`config.mk`:
```
export PLATFORM = sky130hd
export DESIGN_NAME = bit_serializer
export DESIGN_NICKNAME = d
export VERILOG_FILES = /design/src/rtl/bit_serializer.sv
export SDC_FILE = /design/constraint.sdc
export NUM_CORES = 1
export LEC_CHECK = 0
export BUFFER_PORTS_ARGS = -buffer_cell sky130_fd_sc_hd__buf_2
export CAP_MARGIN = 20
export CORE_UTILIZATION = 35
export CTS_CLUSTER_SIZE = 14
export DETAILED_ROUTE_END_ITERATION = 16
export GPL_TIMING_DRIVEN = 0
export PLACE_DENSITY = 0.59
export SETUP_SLACK_MARGIN = 0.1
export SLEW_MARGIN = 30
export SYNTH_ARGS = -nofsm -noshare
export SYNTH_HDL_FRONTEND = slang
export SYNTH_SLANG_ARGS = --single-unit
```
`constraint.sdc`:
```
create_clock -name clk -period 2.6 [get_ports clk]
set_input_delay 0.52 -clock clk [delete_from_list [all_inputs] [get_ports clk]]
set_output_delay 0.52 -clock clk [all_outputs]
set_load 0.005 [all_outputs]
```
`src/rtl/bit_serializer.sv`:
```
`timescale 1ns/1ps
// bit_serializer: parallel-to-serial front end for the serial mod-5 detector.
// Takes WIDTH-bit words on a valid/ready handshake and emits them MSB-first,
// one bit per clock. A single pending buffer allows gapless back-to-back words.
//
// Ports:
//   clk          clock
//   rst_n        asynchronous active-low reset
//   i_in_data    parallel word, sampled only on accept
//   i_in_valid   source presents a word
//   o_in_ready   a word can be taken (accept = i_in_valid && o_in_ready)
//   o_ser_out    serial bit, MSB first, 0 when not valid
//   o_ser_valid  o_ser_out carries a word bit this cycle
//   o_ser_first  current bit is the MSB of a word
//   o_ser_last   current bit is the LSB of a word
//   o_busy       a word is shifting or pending
module bit_serializer #(
  parameter int unsigned WIDTH = 8
) (
  input  logic             clk,
  input  logic             rst_n,
  input  logic [WIDTH-1:0] i_in_data,
  input  logic             i_in_valid,
  output logic             o_in_ready,
  output logic             o_ser_out,
  output logic             o_ser_valid,
  output logic             o_ser_first,
  output logic             o_ser_last,
  output logic             o_busy
);

  localparam int unsigned CNT_W = (WIDTH < 2) ? 1 : $clog2(WIDTH);
  localparam logic [CNT_W-1:0] CNT_LAST = CNT_W'(WIDTH - 1);

  typedef enum logic {
    S_IDLE  = 1'b0,
    S_SHIFT = 1'b1
  } state_t;

  state_t           r_state;
  logic [WIDTH-1:0] r_sreg;
  logic [WIDTH-1:0] r_pbuf;
  logic [CNT_W-1:0] r_cnt;
  logic             r_pvalid;
  logic             r_in_ready;
  logic             r_ser_out;
  logic             r_ser_valid;
  logic             r_ser_first;
  logic             r_ser_last;
  logic             r_busy;

  logic             w_accept;
  logic             w_last_bit;
  logic [CNT_W-1:0] w_cnt_inc;

  // Ready depends only on the pending flag, so there is no path from i_in_valid.
  assign w_accept   = i_in_valid && !r_pvalid;
  assign w_last_bit = (r_cnt == CNT_LAST);
  assign w_cnt_inc  = CNT_W'(r_cnt + CNT_W'(1));

  // FSM, datapath and registered outputs. Outputs are loaded with the values
  // that describe the bit being presented in the following cycle.
  always_ff @(posedge clk or negedge rst_n) begin
    if (!rst_n) begin
      r_state     <= S_IDLE;
      r_sreg      <= '0;
      r_pbuf      <= '0;
      r_cnt       <= '0;
      r_pvalid    <= 1'b0;
      r_in_ready  <= 1'b1;
      r_ser_out   <= 1'b0;
      r_ser_valid <= 1'b0;
      r_ser_first <= 1'b0;
      r_ser_last  <= 1'b0;
      r_busy      <= 1'b0;
    end else begin
      // Idle-looking outputs unless a branch below presents a bit.
      r_ser_out   <= 1'b0;
      r_ser_valid <= 1'b0;
      r_ser_first <= 1'b0;
      r_ser_last  <= 1'b0;
      r_busy      <= 1'b0;

      case (r_state)
        S_IDLE: begin
          if (w_accept) begin
            r_state     <= S_SHIFT;
            r_sreg      <= i_in_data;
            r_cnt       <= '0;
            r_ser_valid <= 1'b1;
            r_ser_out   <= i_in_data[WIDTH-1];
            r_ser_first <= 1'b1;
            r_busy      <= 1'b1;
          end
        end

        S_SHIFT: begin
          if (!w_last_bit) begin
            r_sreg      <= r_sreg << 1;
            r_cnt       <= w_cnt_inc;
            r_ser_valid <= 1'b1;
            r_ser_out   <= r_sreg[WIDTH-2];
            r_ser_last  <= (w_cnt_inc == CNT_LAST);
            r_busy      <= 1'b1;
            // Park the next word until the current one finishes.
            if (w_accept) begin
              r_pbuf     <= i_in_data;
              r_pvalid   <= 1'b1;
              r_in_ready <= 1'b0;
            end
          end else if (r_pvalid) begin
            // Pending word follows the LSB with no bubble.
            r_sreg      <= r_pbuf;
            r_pvalid    <= 1'b0;
            r_in_ready  <= 1'b1;
            r_cnt       <= '0;
            r_ser_valid <= 1'b1;
            r_ser_out   <= r_pbuf[WIDTH-1];
            r_ser_first <= 1'b1;
            r_busy      <= 1'b1;
          end else if (w_accept) begin
            // Bypass: word arriving on the last-bit cycle goes straight in.
            r_sreg      <= i_in_data;
            r_cnt       <= '0;
            r_ser_valid <= 1'b1;
            r_ser_out   <= i_in_data[WIDTH-1];
            r_ser_first <= 1'b1;
            r_busy      <= 1'b1;
          end else begin
            r_state <= S_IDLE;
          end
        end

        default: r_state <= S_IDLE;
      endcase
    end
  end

  assign o_in_ready  = r_in_ready;
  assign o_ser_out   = r_ser_out;
  assign o_ser_valid = r_ser_valid;
  assign o_ser_first = r_ser_first;
  assign o_ser_last  = r_ser_last;
  assign o_busy      = r_busy;

endmodule

```
## After elaboration in Yosys (flattened, before gate mapping)

Cells that the tools add are included.

| word-level totals | value |
|---|---|
| bits in registers | 25 |
| input port bits | 11 |
| output and inout port bits | 6 |
| word-level logic and storage cells | 46 |

| cells by class | value |
|---|---|
| add/subtract/negate cells | 1 |
| equal/unequal tests | 3 |
| mux-type cells | 25 |
| bitwise logic cells | 2 |
| reductions and logical operators | 6 |

Operator list:

| kind | number |
|---|---|
| 8-bit two-way mux | 3 |
| 8-bit case mux with 2 select lines | 1 |
| 1-bit two-way mux | 14 |
| 3-bit two-way mux | 3 |
| 3-bit equality test, second input constant | 2 |
| 1-bit case mux with 2 select lines | 3 |
| 3-bit case mux with 2 select lines | 1 |
| 3-bit AND reduction | 2 |
| 3-bit by 1-bit adder with 3-bit output, second input constant | 1 |
| 2-bit != test, second input constant | 1 |
| 1-bit NOT | 2 |
| 2-bit AND reduction | 1 |
| 2-bit nonzero test | 1 |
| 1-bit logical AND | 1 |
| 1-bit logical NOT | 1 |

## Logic depth before layout (Yosys ltp)

Gate-level depths: netlist (run 1).

| logic depth | value |
|---|---|
| depth in word-level cells | 6 |
| mapped depth | 6 |
| mapped depth without buffers | 5 |

## Worst setup path after synthesis (run 1)

No wires, ideal clock.

| timing | value |
|---|---|
| path kind | register to register |
| from | register r_cnt[0] |
| to | register r_pbuf[0] |
| setup time | 0.125 ns |
| arrival time | 1.539 ns |
| data required time | 2.475 ns |
| setup slack | 0.937 ns |
| stages on the path, launching flop included | 6 |
| path buffers | 0 |
| period minus slack after synthesis | 1.663 ns |
| path through | dfrtp_1 > ha_1 > ha_1 > nand2b_1 > nor2_8 > mux2_2 |

| between the ends | value |
|---|---|
| word-level cells in the longest chain between the ends | 3 |

Ends and longest elaborated chain:

| what | RTL line | source |
|---|---|---|
| start, declared | 43 | `logic [CNT_W-1:0] r_cnt;` |
| start signal, assigned | 100 | `r_cnt <= w_cnt_inc;` |
| 3-bit equality test | 58 | `assign w_last_bit = (r_cnt == CNT_LAST);` |
| net w_last_bit | 53 | `logic w_last_bit;` |
| 1-bit NOT (no source line) | n/a |  |
| 3-bit AND reduction (no source line) | n/a |  |
| end signal, assigned | 107 | `r_pbuf <= i_in_data;` |
| end, declared | 42 | `logic [WIDTH-1:0] r_pbuf;` |

The timed path passes the listed nets, and every way through them passes these cells.
A chain may end at the register's enable or synchronous reset.

## Final worst setup path (run 1)

| timing | value |
|---|---|
| from | register r_cnt[0] |
| to | register r_pbuf[7] |

The elaborated chain is that of the path after synthesis.

==> reports/summary.log, run 1 <==
qor: clock_tree.clkSlewWorstSetupHoldPaths 130 ps
qor: logic_synthesis.share_of_async_settable_or_async_resettable_flops_after_synthesis 100%
qor: global_routing.maximum_number_of_pins_on_one_net_before_global_route_repair 25
qor: clock_tree.h-tree-depth 1
qor: timing.worst_clock_skew 9.37 ps
qor: power_and_ir_drop.vdd_ir_drop_max 0.549 mV
qor: clock_tree.max-clock-path-buffers 2
qor: logic_synthesis.synth_area_leader_cell sky130_fd_sc_hd__dfrtp_1
qor: clock_tree.cts_tree done
qor: route.routed_wl 2290 um
qor: global_routing.first_global_vias 843
qor: logic_synthesis.avgSynthCellArea 11.0 um^2
qor: logic_synthesis.post_syn_instances 105
qor: route.routed_len_inst 13.5 um
qor: critical_path.cell_chain_of_the_critical_path ha_1, ha_1, nand2b_1, nor2_8, mux2_2
qor: critical_path.critical_path_required 2810 ps
qor: critical_path.crit_path_top_delay_cell sky130_fd_sc_hd__dfrtp_1
qor: critical_path.kind_of_critical_path reg2reg
qor: die.top_level_ports 17
qor: place.post-dp-hpwl 1540 um
qor: logic_synthesis.dominant_register_cell_in_the_synthesized_netlist sky130_fd_sc_hd__dfrtp_1
qor: route.first_pass_iters 4
qor: critical_path.cpMostUsedCell sky130_fd_sc_hd__ha_1
qor: die.die_w 59.5 um
qor: timing.layout_worst_path_cycle_share 70.6%
qor: timing.finalWorstPathRequiredPeriod 1840 ps
qor: die.core 0.00310 mm^2
qor: logic_synthesis.yosys.area.top_type_share 49.8%
qor: clock_tree.cts.sink_count 24
qor: route.antenna_left 0
qor: die.placementRows 20
qor: critical_path.worst-endpoint-arrival 2050 ps
qor: place.port-buffer-count 16
qor: clock_tree.postCtsSetupRepairBufs 0
qor: status.status completed
qor: final_layout.drive_gt1_share 31.2%
qor: global_routing.grt_pass1_wl 3900 um
qor: clock_tree.postCtsHoldBufs 0
qor: logic_synthesis.yosysWarnings 0
qor: timing.setup-tns-final 0 ps
qor: timing.hold_violations 0
qor: timing.setup_violations 0
qor: route.drc_errors 0
qor: critical_path.cp-end-kind flip-flop
qor: job.cap_violations 0
qor: final_layout.syn_to_final_growth 14.8%
qor: route.routed-via-count 862
qor: hold_path.min_path_type in2async
qor: logic_synthesis.mappedNetlistNets 120
qor: place.gp_congestion 0.734
qor: logic_synthesis.synth_edf_count 0
qor: die.initial_core_util 37.3%
qor: timing.max_slew.worst_pin.slew 570 ps
qor: route.drt_iter0_drc 24
qor: final_layout.fin_cells 169
qor: timing.fmax 544 MHz
qor: final_layout.num-nets-final 141
qor: timing.max-slew-margin-rel 61.8%
qor: route.vias_per_cell 5.10
qor: critical_path.critical_path.startpoint_type flip-flop
qor: clock_tree.clock_latency 320 ps
qor: critical_path.cp_max_fo 8
qor: place.place.detailed.instances 165
qor: logic_synthesis.ys_types 29
qor: timing.timing.final.max_slew_violations 0
qor: logic_synthesis.ys_seq_area_share 52.1%
qor: global_routing.total_global_routing_track_utilization 15.0%
qor: power_and_ir_drop.cellLeakagePower 0.000606 uW
qor: timing.rsz0062_at_grt no
qor: clock_tree.tritoncts.num_buffers 3
qor: power_and_ir_drop.power_density 1120 mW/mm^2
qor: logic_synthesis.post_synth_main_area_contributors sky130_fd_sc_hd__dfrtp_1 (50%), sky130_fd_sc_hd__mux2_2 (7.8%), sky130_fd_sc_hd__nand2_1 (5.5%)
qor: final_layout.fillCellCount 338
qor: global_routing.grt_antenna_before_repair 0
qor: logic_synthesis.register_bit_total_from_synthesis 24
qor: global_routing.globalRouteOverflowTotal 0
qor: die.fp.dieArea 0.00354 mm^2
qor: logic_synthesis.synthesis.area 0.00116 mm^2
qor: die.floorplan.die.height 59.5 um
qor: clock_tree.post_cts_resized 0
qor: final_layout.insertedDiodeCount 0
qor: clock_tree.ctsRootBufferMaster sky130_fd_sc_hd__clkbuf_4
qor: critical_path.cpPeakStageDelay 440 ps
stage by stage:
stage	total power, uW	setup slack [ps]	hold WS [ps]	utilization, %	cell area (um^2)
floorplan	1120	937	224	-	1160
global placement	1270	798	492	41.6	1290
detailed placement	1300	768	496	41.6	1290
CTS	1500	742	178	42.8	1330
global route	1610	674	191	42.8	1330
finish	1480	763	162	42.8	1330
kinds of logic after synthesis:
kind of cell             share of synthesized area (%)
multiplexers                                      7.79
AO/OA/AOI/OAI                                     17.0
buffers and inverters                             4.98
AND/OR/NAND/NOR                                   13.9
adder cells (fa/ha/maj)                           4.33
flip-flops                                        52.1
Yosys cell counts, types with 2 or more instances:
cell type                   count
sky130_fd_sc_hd__buf_2          4
sky130_fd_sc_hd__inv_1          3
sky130_fd_sc_hd__mux2_2         8
sky130_fd_sc_hd__dfrtp_1       23
sky130_fd_sc_hd__ha_1           4
sky130_fd_sc_hd__a21oi_1        4
sky130_fd_sc_hd__nand2_1       17
sky130_fd_sc_hd__nor2_1         5
sky130_fd_sc_hd__buf_4          2
sky130_fd_sc_hd__nor2b_1        2
sky130_fd_sc_hd__o2bb2ai_1      2
sky130_fd_sc_hd__nand2b_1       3
sky130_fd_sc_hd__o22ai_1        7
sky130_fd_sc_hd__a32oi_1        6
sequential cells by signal (all words and copies together) (netlist names):
register	count
o_ser_out	1
o_in_ready	1
r_cnt	3
o_ser_last	1
o_busy	1
r_pbuf	8
o_ser_first	1
r_pvalid	1
r_sreg	7
layer usage:
| layer | global-route usage [%] | part of all wire, % |
|---|---|---|
| met5 | 0 | 0 |
| met4 | 2.04 | 0.44 |
| met3 | 4.59 | 3.3 |
| met2 | 24.4 | 49 |
| met1 | 19.9 | 48 |
critical path, delay by kind of cell, from the launching register on:
| family | cells | cell delay (ps) |
|---|---|---|
| adder cells (fa/ha/maj) | 2 | 480 |
| AND/OR/NAND/NOR | 2 | 450 |
| flip-flops | 1 | 440 |
| multiplexers | 1 | 360 |
placed cells by master, fill, tap and decap left out, types with 2 or more instances in the layout:
master and n:
sky130_fd_sc_hd__a21oi_1 4, sky130_fd_sc_hd__a32oi_1 6, sky130_fd_sc_hd__buf_2 20, sky130_fd_sc_hd__buf_4 2
sky130_fd_sc_hd__clkbuf_4 3, sky130_fd_sc_hd__dfrtp_1 23, sky130_fd_sc_hd__ha_1 4, sky130_fd_sc_hd__inv_1 3
sky130_fd_sc_hd__mux2_2 8, sky130_fd_sc_hd__nand2_1 17, sky130_fd_sc_hd__nand2b_1 3, sky130_fd_sc_hd__nor2_1 5
sky130_fd_sc_hd__nor2b_1 2, sky130_fd_sc_hd__o22ai_1 7, sky130_fd_sc_hd__o2bb2ai_1 2
power breakdown:
| group | internal (uW) | total, uW | leakage (uW) | switching, uW |
|---|---|---|---|---|
| Clock | 85.7 | 198 | 0.0000210 | 112 |
| Sequential | 559 | 657 | 0.000285 | 97.7 |
| Combinational | 309 | 627 | 0.000300 | 317 |
cell type report:
| class | count | area (um^2) | share of cell area [%] |
|---|---|---|---|
| clock buffer | 4 | 36.3 | 2.73 |
| sequential | 24 | 602 | 45.3 |
| timing repair buffer | 16 | 80.1 | 6.03 |
| buffer | 7 | 46.3 | 3.49 |
| inverter | 3 | 11.3 | 0.848 |
| tap | 44 | 55.1 | 4.15 |
| multi-input combinational | 71 | 497 | 37.4 |
final timing paths:
path | cells past startpoint | slack (ps) | start | endpoint
min | 1 | 160 | rst_n | r_pbuf[1]
max reg2reg | 5 | 760 | r_cnt[0] | r_pbuf[7]
max in group asynchronous | 1 | 2060 | rst_n | o_in_ready
max | 5 | 760 | r_cnt[0] | r_pbuf[7]
min in group clk | 2 | 440 | i_in_data[2] | r_pbuf[2]
min reg2reg | 2 | 520 | r_sreg[6] | o_ser_out
(Power assumes the default switching activity.)
==> run 2, diff against run 1 <==
PLACE_DENSITY = 0.61   (was 0.59)
clock period = 1.55 ns   (was 2.6 ns; I/O delays follow)
==> run 2 against run 1 <==
The run now ends with setup timing left. Critical endpoint is now r_pbuf[5]. Sequential share of layout area down 5.6 points. Design area increased by 14%. Combinational power rose by 130%. First-iteration DRC count fell by 13%. Largest cell class unchanged. Sequential power rose by 72%. Maximum frequency rose by 16%. Core utilization increased by 6.1 points. Clock skew is 5.8 ps lower. Setup slack worse by 790 ps.
==> reports/summary.log, run 2 (same netlist as run 1, synthesis figures left out) <==
qor: status.status complete, but fails checks
qor: status.violations setup timing
qor: critical_path.kind_of_critical_path reg2reg
qor: final_layout.num-nets-final 149
qor: global_routing.grt_pass1_wl 4090 um
qor: final_layout.top_register_by_number_of_flip_flops r_pbuf
qor: critical_path.worst-endpoint-arrival 1800 ps
qor: timing.setup-tns-final -181 ps
qor: hold_path.min_path_type in2reg
qor: place.post-place-ws -209 ps
qor: critical_path.critical_path.startpoint_type flip-flop
qor: global_routing.maximum_number_of_pins_on_one_net_before_global_route_repair 25
qor: timing.finalWorstPathRequiredPeriod 1580 ps
qor: hold_path.min_to r_pbuf[1]
qor: clock_tree.clkSlewWorstSetupHoldPaths 140 ps
qor: power_and_ir_drop.vdd_ir_drop_max 0.907 mV
qor: clock_tree.tritoncts.num_buffers 3
qor: final_layout.syn_to_final_growth 31.2%
qor: critical_path.critical_path_required 1770 ps
qor: final_layout.drive_gt1_share 39.8%
qor: clock_tree.cts.sink_count 24
qor: timing.rsz0062_at_grt yes
qor: place.gp_congestion 0.746
qor: timing.max_slew.worst_pin.slew 541 ps
qor: final_layout.fillCellCount 305
qor: clock_tree.max-clock-path-buffers 2
qor: global_routing.first_global_vias 941
qor: timing.hold_violations 0
qor: die.fp.dieArea 0.00354 mm^2
qor: timing.worst_clock_skew 3.61 ps
qor: timing.fmax 633 MHz
qor: place.port-buffer-count 16
qor: timing.setup_ws_post_layout -29.9 ps
qor: die.floorplan.die.height 59.5 um
qor: timing.setup_violations 8
qor: final_layout.fin_util 48.9%
qor: hold_path.timing.hold.worst.start i_in_data[1]
qor: route.routed_wl 2520 um
qor: timing.max-slew-margin-rel 63.9%
qor: critical_path.cp-end-kind flip-flop
qor: timing.timing.final.max_slew_violations 0
qor: timing.final.hold.worst_slack 230 ps
qor: place.post-dp-hpwl 1600 um
qor: clock_tree.ctsRootBufferMaster sky130_fd_sc_hd__clkbuf_4
qor: critical_path.reg2reg_depth 5
qor: route.first_pass_iters 3
qor: place.detailed_place.area 0.00131 mm^2
qor: die.placementRows 20
qor: critical_path.reg2reg_from r_cnt[1]
qor: global_routing.total_global_routing_track_utilization 15.6%
qor: power_and_ir_drop.power_density 1910 mW/mm^2
qor: route.drc_errors 0
qor: hold_path.hold_path_depth 2
qor: final_layout.commonest_non_fill_non_tap_cell_in_the_layout sky130_fd_sc_hd__dfrtp_1
qor: die.die_w 59.5 um
qor: clock_tree.clock_latency 320 ps
qor: route.antenna_left 0
qor: die.core 0.00310 mm^2
qor: timing.layout_worst_path_cycle_share 102%
qor: global_routing.globalRouteOverflowTotal 0
qor: final_layout.insertedDiodeCount 0
qor: route.routed-via-count 888
qor: route.vias_per_cell 5.02
qor: critical_path.reg_to_reg_endpoint r_pbuf[5]
qor: clock_tree.cts_tree done
qor: die.top_level_ports 17
qor: critical_path.reg2reg_setup_slack -30 ps
qor: critical_path.startpoint r_cnt[1]
qor: final_layout.layout_top_registers r_pbuf (8), r_sreg (7), r_cnt (3)
qor: final_layout.final_cell_area 0.00152 mm^2
qor: power_and_ir_drop.cellLeakagePower 0.000685 uW
qor: die.initial_core_util 37.3%
qor: route.drt_iter0_drc 21
qor: route.routed_len_inst 14.3 um
qor: final_layout.largest_register_ffs 8
qor: global_routing.grt_antenna_before_repair 0
qor: job.cap_violations 0
qor: final_layout.mostFrequentLayoutCells sky130_fd_sc_hd__dfrtp_1 (23), sky130_fd_sc_hd__buf_2 (19), sky130_fd_sc_hd__nand2_1 (16), sky130_fd_sc_hd__buf_4 (8), sky130_fd_sc_hd__mux2_4 (8)
qor: critical_path.cp_max_fo 8
qor: clock_tree.h-tree-depth 1
[run 2: worst max-delay path by stage]
stage,to,slack [ps],depth (start not counted)
final,r_pbuf[5],-30,5
after global routing,r_pbuf[5],-70,5
after CTS,r_pbuf[5],-50,5
after detailed placement,r_sreg[3],-210,5
after global placement,r_sreg[2],-180,5
after floorplan,r_pbuf[0],30,5
[run 2: worst max-delay path, cell delays in order, from the launching register on]
cell and delay [ps]:
sky130_fd_sc_hd__dfrtp_1 440, sky130_fd_sc_hd__ha_4 190, sky130_fd_sc_hd__ha_4 160, sky130_fd_sc_hd__nand2b_4 160, sky130_fd_sc_hd__nor2_8 210, sky130_fd_sc_hd__mux2_4 330
[run 2: repair_timing]
action                                 in CTS  in global routing
resized for setup                          14                  5
gates cloned                                0                  1
buffers inserted                            4                  2
hold buffers                                1                  0
endpoints found under the hold margin      23                  0
pin swaps                                   3                  1
setup endpoints to repair                  18                 18
[run 2: area by class of cell]
class / instances / area, um^2 / share of cell area, %
sequential: 24 / 602 / 39.7
multi-input combinational: 71 / 596 / 39.3
timing repair buffer: 24 / 160 / 10.6
buffer: 7 / 56.3 / 3.71
tap: 44 / 55.1 / 3.63
clock buffer: 4 / 36.3 / 2.39
inverter: 3 / 11.3 / 0.743
[run 2: metrics by stage]
stage,total power (uW),cells
2_1_floorplan,1920,105
3_3_place_gp,2180,165
3_5_place_dp,2230,165
4_1_cts,2760,174
5_1_grt,3110,177
6_report,2890,177
[run 2: metal layers]
metal  global-route usage (%)  part of all wire (%)
met5                        0                     0
met4                     2.04                     0
met3                     4.59                   2.8
met2                     28.3                    53
met1                     18.6                    44
[run 2: report_power, final]
| group | total, uW | internal [uW] | switching [uW] |
|---|---|---|---|
| Clock | 339 | 144 | 195 |
| Sequential | 1130 | 938 | 194 |
| Combinational | 1420 | 786 | 634 |
| Total | 2890 | 1870 | 1020 |
==> run 3, diff against run 2 <==
BUFFER_PORTS_ARGS = default   (was -buffer_cell sky130_fd_sc_hd__buf_2)
DONT_BUFFER_PORTS = 1   (was default)
PLACE_DENSITY = 0.57   (was 0.61)
==> run 3 against run 2 <==
The flow still finishes with violations (setup timing). Via count shrank 3.9%. Worst hold slack lost 100 ps. Setup slack lost 13 ps. Clock skew grew 1.6 ps.
==> reports/summary.log, run 3 (same netlist as run 1, synthesis figures left out) <==
qor: status.status complete, but fails checks
qor: status.violations setup timing
qor: die.core 0.00310 mm^2
qor: critical_path.startpoint r_cnt[0]
qor: power_and_ir_drop.power_density 1940 mW/mm^2
qor: place.port-buffer-count 0
qor: timing.timing.final.max_slew_violations 0
qor: critical_path.kind_of_critical_path reg2reg
qor: route.routed_wl 2410 um
qor: final_layout.final_cell_area 0.00138 mm^2
qor: final_layout.fin_util 44.6%
qor: timing.layout_worst_path_cycle_share 103%
qor: final_layout.syn_to_final_growth 19.6%
qor: critical_path.worst-endpoint-arrival 1810 ps
qor: clock_tree.max-clock-path-buffers 2
qor: final_layout.top_register_by_number_of_flip_flops r_pbuf
qor: clock_tree.cts_tree done
qor: clock_tree.clkSlewWorstSetupHoldPaths 130 ps
qor: critical_path.cp-end-kind flip-flop
qor: timing.max_slew.worst_pin.slew 557 ps
qor: timing.worst_clock_skew 5.19 ps
qor: global_routing.first_global_vias 885
qor: global_routing.total_global_routing_track_utilization 16.0%
qor: final_layout.multi_input_area 581 um^2
qor: route.vias_per_cell 5.36
qor: route.drt_iter0_drc 16
qor: die.die_w 59.5 um
qor: global_routing.maximum_number_of_pins_on_one_net_before_global_route_repair 25
qor: route.routed-via-count 853
qor: final_layout.largest_register_ffs 8
qor: job.cap_violations 0
qor: timing.fmax 628 MHz
qor: clock_tree.h-tree-depth 1
qor: route.first_pass_iters 4
qor: route.routed_len_inst 15.1 um
qor: critical_path.critical_path.startpoint_type flip-flop
qor: die.floorplan.die.height 59.5 um
qor: route.drc_errors 0
qor: critical_path.reg2reg_from r_cnt[0]
qor: clock_tree.tritoncts.num_buffers 3
qor: power_and_ir_drop.vdd_ir_drop_max 0.936 mV
qor: critical_path.reg2reg_depth 5
qor: hold_path.min_path_type in2reg
qor: clock_tree.clock_latency 320 ps
qor: timing.rsz0062_at_grt yes
qor: final_layout.layout_top_registers r_pbuf (8), r_sreg (7), r_cnt (3)
qor: timing.finalWorstPathRequiredPeriod 1590 ps
qor: global_routing.grt_antenna_before_repair 0
qor: place.detailed_place.area 0.00123 mm^2
qor: timing.hold_violations 0
qor: final_layout.mostFrequentLayoutCells sky130_fd_sc_hd__dfrtp_1 (23), sky130_fd_sc_hd__nand2_1 (16), sky130_fd_sc_hd__mux2_4 (8), sky130_fd_sc_hd__o22ai_1 (7)
qor: die.top_level_ports 17
qor: critical_path.reg_to_reg_endpoint r_pbuf[6]
qor: critical_path.cp_max_fo 8
qor: final_layout.area.sequential 602 um^2
qor: final_layout.num-nets-final 131
qor: hold_path.min_to r_pbuf[7]
qor: global_routing.globalRouteOverflowTotal 0
qor: die.fp.dieArea 0.00354 mm^2
qor: final_layout.commonest_non_fill_non_tap_cell_in_the_layout sky130_fd_sc_hd__dfrtp_1
qor: critical_path.reg2reg_setup_slack -40 ps
qor: critical_path.critical_path_required 1760 ps
qor: clock_tree.cts.sink_count 24
qor: timing.max-slew-margin-rel 62.9%
qor: clock_tree.ctsRootBufferMaster sky130_fd_sc_hd__clkbuf_4
qor: hold_path.timing.hold.worst.start i_in_data[7]
qor: die.initial_core_util 37.3%
qor: power_and_ir_drop.cellLeakagePower 0.000603 uW
qor: place.gp_congestion 0.717
qor: die.placementRows 20
qor: timing.setup_ws_post_layout -42.6 ps
qor: global_routing.grt_pass1_wl 4150 um
qor: hold_path.hold_path_depth 1
qor: timing.setup_violations 8
qor: final_layout.fillCellCount 313
qor: final_layout.insertedDiodeCount 0
qor: final_layout.drive_gt1_share 29.6%
qor: route.antenna_left 0
qor: place.post-dp-hpwl 1530 um
run 3: changes by cell type in the layout (fill, tap and decap cells not counted), sizes merged:
cell	change
clkbuf	-1
buf	-17
run 3: worst max-delay path: stages (launching register included):
cell                       delay, ps
sky130_fd_sc_hd__dfrtp_1         440
sky130_fd_sc_hd__ha_4            190
sky130_fd_sc_hd__ha_4            150
sky130_fd_sc_hd__nand2b_4        160
sky130_fd_sc_hd__nor2_8          220
sky130_fd_sc_hd__mux2_4          330
run 3: worst max path at each step:
stage                            to  slack [ps]
after floorplan           r_pbuf[0]          30
final                     r_pbuf[6]         -40
after global routing      r_pbuf[5]         -90
after CTS                 r_pbuf[6]         -40
after global placement    r_sreg[1]        -180
after detailed placement  r_sreg[3]        -250
run 3: per-layer routing:
metal	track usage (%)	part of all wire, %
met1	20.7	45
met2	25.5	47
met3	5.68	7.2
met4	3.40	0.42
met5	0	0
run 3: power by group:
group | total [uW] | switching, uW | internal [uW]
Combinational | 1220 | 569 | 648
Clock | 332 | 188 | 144
Sequential | 1140 | 197 | 939
Total | 2680 | 954 | 1730
run 3: cell type report:
class / instances / area share [%]
timing repair buffer: 6 / 3.26
multi-input combinational: 71 / 42.0
clock buffer: 4 / 2.62
sequential: 24 / 43.5
tap: 44 / 3.98
inverter: 3 / 0.814
buffer: 7 / 3.80
run 3: repair_timing:
action	CTS	global route
setup buffers	3	1
endpoints found under the hold margin	24	23
gates resized for setup	15	1
hold buffers	1	1
setup endpoints to repair	18	18
pin swaps	2	1
run 3: through the flow:
step / TNS (ps) / hold slack, ps / cells / total power (uW) / worst slack [ps]
floorplan: 0 / 14.4 / 105 / 1920 / 32.5
global route: -736 / 98.1 / 159 / 2930 / -89.9
finish: -276 / 127 / 159 / 2680 / -42.6
CTS: -276 / 118 / 157 / 2690 / -41.1
global placement: -1960 / 15.0 / 149 / 2100 / -183
detailed placement: -2340 / 15.0 / 149 / 2140 / -246
